===== src/rtl/io_pkg.sv =====
// Shared opcodes and word type for the IO port bridge.
package io_pkg;

  localparam int unsigned IO_DATA_W = 32;

  localparam logic [5:0] OP_OUT = 6'b111101;
  localparam logic [5:0] OP_IN  = 6'b111110;

  typedef logic [IO_DATA_W-1:0] word_t;

endpackage


===== src/rtl/io_sync_fifo.sv =====
// Show-ahead synchronous FIFO with a separately tracked occupancy count.
// Callers never push when full or pop when empty.
module io_sync_fifo #(
  parameter int unsigned DATA_W = 32,
  parameter int unsigned DEPTH  = 4,
  localparam int unsigned PTR_W = $clog2(DEPTH),
  localparam int unsigned CNT_W = PTR_W + 1
) (
  input  logic              clk,
  input  logic              rst,
  input  logic              push,
  input  logic              pop,
  input  logic [DATA_W-1:0] wdata,
  output logic [DATA_W-1:0] rdata,
  output logic              full,
  output logic              empty,
  output logic [CNT_W-1:0]  count
);

  logic [DATA_W-1:0] mem_q [DEPTH];
  logic [PTR_W-1:0]  wr_ptr_q, wr_ptr_d;
  logic [PTR_W-1:0]  rd_ptr_q, rd_ptr_d;
  logic [CNT_W-1:0]  count_q, count_d;

  assign full  = (count_q == CNT_W'(DEPTH));
  assign empty = (count_q == '0);
  assign count = count_q;
  // Stale storage is never exposed: an empty FIFO reads as zero.
  assign rdata = empty ? '0 : mem_q[rd_ptr_q];

  // Next-state pointers and count; pointers wrap naturally modulo DEPTH.
  always_comb begin
    wr_ptr_d = wr_ptr_q;
    rd_ptr_d = rd_ptr_q;
    count_d  = count_q;
    if (push) wr_ptr_d = wr_ptr_q + PTR_W'(1);
    if (pop)  rd_ptr_d = rd_ptr_q + PTR_W'(1);
    unique case ({push, pop})
      2'b10:   count_d = count_q + CNT_W'(1);
      2'b01:   count_d = count_q - CNT_W'(1);
      default: count_d = count_q;
    endcase
  end

  // Pointer and count state.
  always_ff @(posedge clk or posedge rst) begin
    if (rst) begin
      wr_ptr_q <= '0;
      rd_ptr_q <= '0;
      count_q  <= '0;
    end else begin
      wr_ptr_q <= wr_ptr_d;
      rd_ptr_q <= rd_ptr_d;
      count_q  <= count_d;
    end
  end

  // Storage array; deliberately not reset.
  always_ff @(posedge clk) begin
    if (push) mem_q[wr_ptr_q] <= wdata;
  end

endmodule


===== src/rtl/io_port_bridge.sv =====
// Device-side end of the IN/OUT port protocol: opcode decode, core stall and
// valid/ready glue around one TX and one RX FIFO.
module io_port_bridge
  import io_pkg::*;
#(
  parameter int unsigned DATA_W = IO_DATA_W,
  parameter int unsigned DEPTH  = 4,
  localparam int unsigned CNT_W = $clog2(DEPTH) + 1
) (
  input  logic              clk,
  input  logic              rst,
  input  logic [5:0]        control_signal,
  input  logic [DATA_W-1:0] cpu_out_data,
  output logic [DATA_W-1:0] cpu_in_data,
  output logic              cpu_stall,
  output logic [DATA_W-1:0] ext_tx_data,
  output logic              ext_tx_valid,
  input  logic              ext_tx_ready,
  input  logic [DATA_W-1:0] ext_rx_data,
  input  logic              ext_rx_valid,
  output logic              ext_rx_ready,
  output logic [CNT_W-1:0]  tx_count,
  output logic [CNT_W-1:0]  rx_count
);

  logic is_out, is_in;
  logic tx_push, tx_pop, tx_full, tx_empty;
  logic rx_push, rx_pop, rx_full, rx_empty;

  // Opcode decode, stall and handshake glue. Full/empty are the registered
  // flags, so a same-cycle pop never makes room for a core push and a
  // same-cycle device push is never visible to an IN.
  always_comb begin
    is_out       = (control_signal == OP_OUT);
    is_in        = (control_signal == OP_IN);
    tx_push      = is_out && !tx_full;
    rx_pop       = is_in && !rx_empty;
    cpu_stall    = (is_out && tx_full) || (is_in && rx_empty);
    ext_tx_valid = !tx_empty;
    tx_pop       = ext_tx_valid && ext_tx_ready;
    ext_rx_ready = !rx_full && !rst;
    rx_push      = ext_rx_valid && ext_rx_ready;
  end

  io_sync_fifo #(
    .DATA_W (DATA_W),
    .DEPTH  (DEPTH)
  ) u_tx_fifo (
    .clk   (clk),
    .rst   (rst),
    .push  (tx_push),
    .pop   (tx_pop),
    .wdata (cpu_out_data),
    .rdata (ext_tx_data),
    .full  (tx_full),
    .empty (tx_empty),
    .count (tx_count)
  );

  io_sync_fifo #(
    .DATA_W (DATA_W),
    .DEPTH  (DEPTH)
  ) u_rx_fifo (
    .clk   (clk),
    .rst   (rst),
    .push  (rx_push),
    .pop   (rx_pop),
    .wdata (ext_rx_data),
    .rdata (cpu_in_data),
    .full  (rx_full),
    .empty (rx_empty),
    .count (rx_count)
  );

endmodule

===== config.mk =====
export PLATFORM = sky130hd
export DESIGN_NAME = io_port_bridge
export DESIGN_NICKNAME = d
export VERILOG_FILES = /design/src/rtl/io_pkg.sv /design/src/rtl/io_sync_fifo.sv /design/src/rtl/io_port_bridge.sv
export SDC_FILE = /design/constraint.sdc
export NUM_CORES = 1
export LEC_CHECK = 0
export CORE_MARGIN = 5
export CORE_UTILIZATION = 25
export CTS_CLUSTER_DIAMETER = 40
export DETAILED_ROUTE_END_ITERATION = 12
export GPL_ROUTABILITY_DRIVEN = 0
export RECOVER_POWER = 25
export SYNTH_ARGS = -nofsm -noshare
export SYNTH_HDL_FRONTEND = slang
export SYNTH_SLANG_ARGS = --single-unit
export TNS_END_PERCENT = 50

===== constraint.sdc =====
create_clock -name clk -period 2.8 [get_ports clk]
set_input_delay 0.42 -clock clk [delete_from_list [all_inputs] [get_ports clk]]
set_output_delay 0.42 -clock clk [all_outputs]
set_load 0.01 [all_outputs]

Yosys cells after proc, flatten, opt, wreduce, memory -nomap -nowiden
Memories as Yosys holds them, arrays and structs flattened.
Cells that the tools add are included.
{"block": "word_totals", "reg_bits": 14, "ramBits": 256, "mem_bits_ro": 0, "latchBits": 0, "mem_count": 2, "out_inout_bits": 73}
{"block": "classes", "n_reduce_logical": 17, "n_lt_le_gt_ge": 0, "bitwise": 0, "muxes": 8, "n_eq_ne": 8, "n_mul": 0, "addsub": 8, "n_shift": 0, "div_mod_pow": 0}
{"name": "u_rx_fifo.mem_q", "words": 4, "width": 32, "rd": 1, "rd_clocked_by_memory_dff": 0, "write_ports": 1, "line": "io_sync_fifo.sv:20", "text": "logic [DATA_W-1:0] mem_q [DEPTH];"}
{"name": "u_tx_fifo.mem_q", "words": 4, "width": 32, "rd": 1, "rd_clocked_by_memory_dff": 0, "write_ports": 1, "line": "io_sync_fifo.sv:20"}
{"cell": "32-bit 2-to-1 mux", "n": 2}
{"cell": "6-bit equality test, second input constant", "n": 2}
{"cell": "3-bit case mux with 2 select lines", "n": 2}
{"cell": "2-bit by 1-bit adder with 2-bit output, second input constant", "n": 4}
{"cell": "1-bit logical AND", "n": 7}
{"cell": "3-bit by 1-bit adder with 3-bit output, second input constant", "n": 2}
{"cell": "3-bit equality test, second input constant", "n": 2}
{"cell": "3-bit zero test", "n": 2}
{"cell": "3-bit by 1-bit subtractor with 3-bit output, second input constant", "n": 2}
{"cell": "1-bit zero test", "n": 5}
{"cell": "2-bit by 1-bit equality test with 1-bit output, second input constant", "n": 2}
{"cell": "2-bit equality test, second input constant", "n": 2}
{"cell": "1-bit 2-to-1 mux", "n": 4}
{"cell": "2-bit nonzero test", "n": 2}
{"cell": "1-bit logical OR", "n": 1}

Depth between registers and ports, before layout
Gate-level depths: netlist (run 1).
{"block": "logic_depth", "depth_word": 6, "depth_mapped": 9, "mapped_depth_nobuf": 9}

By module
Synthesis (run 1) repeated with hierarchy kept, for this count alone.
{"block": "hier_totals", "cells_unflattened": 490, "hier_area_um2": 10606.4}
{"module": "io_sync_fifo", "n_inst": 2, "area_each_um2": 5271.3, "seq_area_each_um2": 4018.9, "cells_per_inst": 240}
{"module": "io_port_bridge", "n_inst": 1, "area_each_um2": 63.8, "seq_area_each_um2": 0.0, "cells_per_inst": 10}

Least setup slack after synthesis (run 1)
OpenSTA, ideal clock, no wires.
{"block": "synth_timing", "path_type": "register to register", "from": "register u_tx_fifo.count_q[2], in the netlist u_tx_fifo.count[2]", "to": "memory u_tx_fifo.mem_q[0][0], enable pin", "n_path_buf": 0, "arrival_ns": 1.841, "path_stages_with_launch": 4, "path_slack_ns": 0.567, "path_cell_list": "dfrtp_1 -> nor3b_1 -> nor4b_4 -> and2_1"}
{"block": "synth_between", "elab_chain_cells": 5}
{"element": "from (decl)", "line": "io_sync_fifo.sv:23", "text": "logic [CNT_W-1:0] count_q, count_d;"}
{"element": "from (signal assigned)", "line": "io_sync_fifo.sv:54", "text": "count_q <= count_d;"}
{"element": "3-bit equality test", "line": "io_sync_fifo.sv:25", "text": "assign full = (count_q == CNT_W'(DEPTH));"}
{"element": "1-bit zero test", "line": "io_port_bridge.sv:36", "text": "tx_push = is_out && !tx_full;"}
{"element": "1-bit logical AND", "line": "io_port_bridge.sv:36"}
{"element": "1-bit 2-to-1 mux", "line": "io_sync_fifo.sv:60", "text": "if (push) mem_q[wr_ptr_q] <= wdata;"}
{"element": "1-bit 2-to-1 mux (not written as such)", "line": "io_sync_fifo.sv:60"}
{"element": "to (decl)", "line": "io_sync_fifo.sv:20"}
No other way between the ends.

Worst setup path after layout (run 1)
{"block": "layout_timing", "from": "register u_tx_fifo.rd_ptr_q[0]", "to": "output ext_tx_data[20]"}
{"block": "layout_between", "elab_chain_cells": 2}
{"element": "from (decl)", "line": "io_sync_fifo.sv:22", "text": "logic [PTR_W-1:0] rd_ptr_q, rd_ptr_d;"}
{"element": "from (signal assigned)", "line": "io_sync_fifo.sv:53", "text": "rd_ptr_q <= rd_ptr_d;"}
{"element": "memory read 4 x 32 bit"}
{"element": "32-bit 2-to-1 mux", "line": "io_sync_fifo.sv:29", "text": "assign rdata = empty ? '0 : mem_q[rd_ptr_q];"}
{"element": "to (decl)", "line": "io_port_bridge.sv:16", "text": "output logic [DATA_W-1:0] ext_tx_data,"}
No other way between the ends.

==> impl_metrics.json, run 1 <==
{
  "fmax_ghz": 0.365,
  "ys_top_cells_by_area": "edfxtp_1, mux4_2, dfrtp_1, and2_1, nor2b_1",
  "multiInputGateArea_um2": 2390,
  "cts_buffers": 39,
  "worstPathMaxFanout": 4,
  "grt_pass1_wl_um": 35400,
  "gr-usage-all-layers": 0.0986,
  "drv_cap": 0,
  "coreArea_um2": 42000,
  "stdcell_area_um2": 14500,
  "synth_top_family_by_area": "multiplexers",
  "clock_latency_ps": 530,
  "cts_sinks": 270,
  "io_buffers": 146,
  "drt_iter0_markers": 279,
  "antennaDiodeCount": 0,
  "num-fill-cells": 3982,
  "rows": 75,
  "worstPathCellList": "buf_12, clkbuf_16, mux4_2, and2_1, clkdlybuf4s50_1",
  "worstPathRequired_ps": 2380,
  "synth_top_area_cell": "edfxtp_1",
  "finalClockSkew_ps": 13.0,
  "final_cell_mix": "edfxtp_1, mux4_2, dlygate4sd2_1, clkdlybuf4s50_1, clkbuf_16",
  "irDropWorstVdd_uv": 517,
  "drc": 0,
  "ys_warn_count": 0,
  "final_common_cell": "edfxtp_1",
  "dieArea_um2": 46800,
  "synthMuxAreaShare": 0.141,
  "synthDistinctLibCells": 31,
  "slowest_stage": "mux4_2",
  "critPathArrivalTime_ps": 2320,
  "cts_buffer_depth": 3,
  "worst_slack_ps": 56.5,
  "synth_top_cell_area_share": 0.722,
  "antenna_found_initial": 5,
  "wl_um": 23400,
  "antenna_left": 0,
  "drive_gt1_frac": 0.250,
  "pin_count": 147,
  "worst_pin_slew_ps": 610,
  "hpwl_um": 14700,
  "hold_slack_ps": 397,
  "cts.clk_slew.worst_paths_ps": 50,
  "synth_area_um2": 10600,
  "routed_via_density": 4.20,
  "clockRootBuffer": "clkbuf_16",
  "synth_compound_area_frac": 0.00317,
  "final_nets": 778,
  "cts_max_level": 2,
  "wire_per_inst_um": 18.5,
  "p_per_area_nw_per_um2": 996,
  "dr.pass1.iters": 4,
  "min_period_ps": 2740,
  "dpl_worst_slack_ps": 211,
  "syn_to_final_growth_pct": 36.3,
  "hold_viol": 0,
  "start_util": 0.253,
  "worstSetupStartpointType": "register",
  "setup_viol": 0,
  "ys_seq_area_frac": 0.755,
  "max_stage_delay_ps": 470,
  "ys_ff_latch": 270,
  "end_kind": "output port",
  "cts_tree": "done",
  "synthXorXnorAreaFrac": 0.00987,
  "grt_max_degree": 36,
  "die_x_um": 216,
  "status": "completed",
  "power_leakage_uw": 0.00504,
  "fin_crit_sh": 0.980,
  "hold_buffers": 0,
  "syn_nets": 575,
  "hp-class": "in2async",
  "avgSynthCellArea_um2": 21.8,
  "synth_fa_ha_area_frac": 0.0155,
  "crit_type": "reg2out",
  "grt_remaining_overflow": 0,
  "vias": 5302,
  "dpl_cell_area_um2": 13000,
  "dieHeight_um": 216,
  "maxSlewViolCount": 0,
  "max_slew_margin": 0.593,
  "seqCellArea_um2": 8050,
  "netlist_instances": 489,
  "grt_pass1_vias": 5751,
  "synth_simple_gate_area_frac": 0.0536
}
worst max-delay path, delay by kind of cell (launching register included):
kind	cells	cell delay [ps]
buffers and inverters	3	750
flip-flops	1	420
multiplexers	1	470
AND/OR/NAND/NOR	1	160
cells in the mapped netlist:
| cell type | instances |
|---|---|
| a211oi_4 | 1 |
| buf_2 | 6 |
| edfxtp_1 | 256 |
| mux2_2 | 1 |
| xor2_1 | 7 |
| a21oi_1 | 1 |
| nand3_1 | 1 |
| nor4b_4 | 1 |
| and2_1 | 41 |
| buf_6 | 5 |
| mux2i_1 | 2 |
| dfrtp_1 | 14 |
| nor2b_1 | 32 |
| mux2_1 | 1 |
| a22o_1 | 1 |
| inv_1 | 14 |
| ha_1 | 10 |
| nand2b_1 | 1 |
| nand4_2 | 1 |
| nor4b_1 | 1 |
| or3_1 | 1 |
| mux4_1 | 4 |
| buf_12 | 3 |
| clkbuf_1 | 9 |
| fa_1 | 2 |
| nor2_1 | 4 |
| nor3_4 | 1 |
| nor3b_1 | 2 |
| nor3_1 | 1 |
| xnor2_1 | 5 |
| mux4_2 | 60 |
power breakdown:
group	switching, uW	internal [uW]	leakage (uW)
Sequential	177	4760	0.00247
Combinational	2020	2410	0.00191
Clock	1840	3230	0.000659
per-stage QoR:
stage               utilization  total power (uW)  TNS, ps  cells
global placement          0.309              9660        0   1177
detailed placement        0.309              9670        0   1177
CTS                       0.343             14700    -1150   1258
floorplan                     -              7510        0    489
global route              0.345             15200    -6.96   1262
finish                    0.345             14400        0   1262
kinds of logic after synthesis:
kind of cell	count (synthesis)
multiplexers	68
buffers and inverters	37
flip-flops	270
adder cells (fa/ha/maj)	12
AND/OR/NAND/NOR	87
AO/OA/AOI/OAI	3
XOR/XNOR	12
cell type report:
class | instances | area share
clock buffers | 42 | 0.0695
clock inverters | 30 | 0.0260
repair buffers | 185 | 0.136
flip-flops and latches | 270 | 0.554
multi-input cells | 182 | 0.164
well taps | 539 | 0.0465
inverters | 14 | 0.00362
worst paths after layout:
kind / start / endpoint / slack, ps / cells after the start
max: u_tx_fifo.rd_ptr_q[0]$_DFFE_PP0P_ / ext_tx_data[20] / 60 / 5
min: rst / u_rx_fifo.count[1]$_DFFE_PP0P_ / 400 / 2
max reg2reg: u_tx_fifo.count[0]$_DFFE_PP0P_ / u_tx_fifo.count[2]$_DFFE_PP0P_ / 550 / 9
min reg2reg: u_tx_fifo.count[2]$_DFFE_PP0P_ / u_tx_fifo.count[2]$_DFFE_PP0P_ / 500 / 1
max in group asynchronous: rst / u_rx_fifo.rd_ptr_q[1]$_DFFE_PP0P_ / 1950 / 2
min in group clk: u_tx_fifo.count[2]$_DFFE_PP0P_ / u_tx_fifo.count[2]$_DFFE_PP0P_ / 500 / 1
layer usage:
layer / vias to the layer above / wire, um / part of all wire / track usage
li1: 2369 / - / - / -
met1: 2707 / 9740 / 0.42 / 0.121
met2: 161 / 11200 / 0.48 / 0.163
met3: 55 / 1820 / 0.078 / 0.0395
met4: 10 / 537 / 0.023 / 0.0273
met5: - / 69 / 0.0029 / 0
registers in the layout (all words and copies together) (netlist names):
name,cells
u_tx_fifo.mem_q,128
u_rx_fifo.count,3
u_tx_fifo.rd_ptr_q,2
u_rx_fifo.rd_ptr_q,2
u_tx_fifo.count,3
u_rx_fifo.mem_q,128
u_tx_fifo.wr_ptr_q,2
u_rx_fifo.wr_ptr_q,2
timing repair:
item / in CTS / in global routing
setup endpoints to repair: 62 / 11
cloned: 1 / 1
buffers inserted: 8 / 3
gates resized for setup: 57 / 11
Note: power is estimated with default switching activity, not from simulation.
==> inputs of run 2 (changes only) <==
--- a/config.mk
+++ b/config.mk
@@ -8,6 +8,7 @@
 export CORE_MARGIN = 5
 export CORE_UTILIZATION = 25
 export CTS_CLUSTER_DIAMETER = 40
+export CTS_CLUSTER_SIZE = 8
 export DETAILED_ROUTE_END_ITERATION = 12
 export GPL_ROUTABILITY_DRIVEN = 0
 export RECOVER_POWER = 25
==> impl_metrics.json, run 2 (synthesized netlist as in run 1, its figures left out) <==
{
  "vias": 5323,
  "start_util": 0.253,
  "drv_cap": 0,
  "p_per_area_nw_per_um2": 987,
  "startpoint": "u_tx_fifo.rd_ptr_q[0]$_DFFE_PP0P_",
  "crit_type": "reg2out",
  "end_kind": "output port",
  "final_cell_mix": "edfxtp_1, mux4_2, dlygate4sd2_1, clkdlybuf4s50_1, clkbuf_16",
  "power_frac_seq": 0.346,
  "drc": 0,
  "dr.pass1.iters": 4,
  "fin_setup_tns_ps": 0,
  "maxSlewViolCount": 0,
  "min_period_ps": 2730,
  "pin_count": 147,
  "final_cells": 1260,
  "hp-class": "in2async",
  "dp_cells": 1177,
  "irDropWorstVdd_uv": 493,
  "hold_viol": 0,
  "grt_remaining_overflow": 0,
  "grt_pass1_vias": 5849,
  "cts_max_level": 2,
  "worstSetupStartpointType": "register",
  "setup_viol": 0,
  "die_x_um": 216,
  "io_buffers": 146,
  "worstPathRequired_ps": 2380,
  "wl_um": 23800,
  "reg_top3": "u_rx_fifo.mem_q (128), u_tx_fifo.mem_q (128)",
  "rows": 75,
  "hpwl_um": 14700,
  "clock_latency_ps": 550,
  "p_switching_uw": 3930,
  "grt_max_degree": 36,
  "drive_gt1_frac": 0.246,
  "dieHeight_um": 216,
  "grt_pass1_wl_um": 35700,
  "cts.clk_slew.worst_paths_ps": 50,
  "routed_via_density": 4.22,
  "crit-reg2reg-launch": "u_tx_fifo.count[0]$_DFFE_PP0P_",
  "final_common_cell": "edfxtp_1",
  "rsz0062_at_grt": "false",
  "critPathArrivalTime_ps": 2310,
  "p_comb_frac": 0.320,
  "antenna_left": 0,
  "gr-usage-all-layers": 0.101,
  "worst_pin_slew_ps": 606,
  "hold_slack_ps": 378,
  "coreArea_um2": 42000,
  "power_leakage_uw": 0.00495,
  "dieArea_um2": 46800,
  "cts_buffers": 45,
  "fmax_ghz": 0.367,
  "status": "completed",
  "cts_buffer_depth": 3,
  "wire_per_inst_um": 18.9,
  "stdcell_area_um2": 14500,
  "intPower_uw": 10300,
  "dpl_cell_area_um2": 13000,
  "finalClockSkew_ps": 17.3,
  "cts_sinks": 270,
  "drt_iter0_markers": 251,
  "pwr-share-clk": 0.334,
  "worstPathMaxFanout": 5,
  "syn_to_final_growth_pct": 35.8,
  "antenna_found_initial": 6,
  "final_nets": 785,
  "cts_tree": "done",
  "clockRootBuffer": "clkbuf_16",
  "fin_crit_sh": 0.974,
  "final_core_util": 0.344,
  "swShare": 0.275,
  "max_slew_margin": 0.595
}
-- run 2: layout make-up --
type | instances | area [um2]
diodes | 2 | 5.00
clock buffers | 52 | 1190
clock inverters | 15 | 106
fillers | 3978 | 27600
inverters | 14 | 52.6
multi-input cells | 182 | 2390
flip-flops and latches | 270 | 8050
well taps | 539 | 674
repair buffers | 186 | 1980
-- run 2: repair_timing --
action	in CTS	in global routing
gates resized for setup	59	9
gates cloned	1	2
buffers inserted	8	3
setup endpoints to repair	64	9
endpoints found under the hold margin	0	0
hold buffers	0	0
-- run 2: worst max-delay path, stage by stage, from the launching register on --
cell	delay [ps]
dfrtp_2	360
buf_12	140
clkbuf_16	150
mux4_2	480
and2_1	160
clkdlybuf4s50_1	470
-- run 2: stage by stage --
stage / power (uW) / worst slack (ps)
floorplan: 7510 / 567
global placement: 9660 / 243
detailed placement: 9670 / 211
CTS: 14400 / -177
global route: 15100 / 0.927
finish: 14300 / 74.0
-- run 2: power by group through the flow --
stage	clock (uW)	sequential [uW]	combinational, uW
global placement	0	5090	4570
detailed placement	0	5110	4570
global route	5120	4970	4960
CTS	4930	4970	4500
finish	4760	4940	4560
floorplan	0	4980	2530
-- run 2: final timing paths --
kind | endpoint | slack, ps | cells past startpoint
max | ext_tx_data[12] | 70 | 5
min | u_tx_fifo.count[2]$_DFFE_PP0P_ | 380 | 2
max reg2reg | u_tx_fifo.count[2]$_DFFE_PP0P_ | 620 | 9
min reg2reg | u_tx_fifo.count[2]$_DFFE_PP0P_ | 500 | 1
max in group asynchronous | u_rx_fifo.rd_ptr_q[1]$_DFFE_PP0P_ | 1970 | 2
min in group clk | u_tx_fifo.count[2]$_DFFE_PP0P_ | 500 | 1
-- run 2: routing by layer --
layer	global-route usage	routed length, um
met5	0	52
met4	0.0384	524
met3	0.0416	1950
met2	0.165	11500
met1	0.119	9840
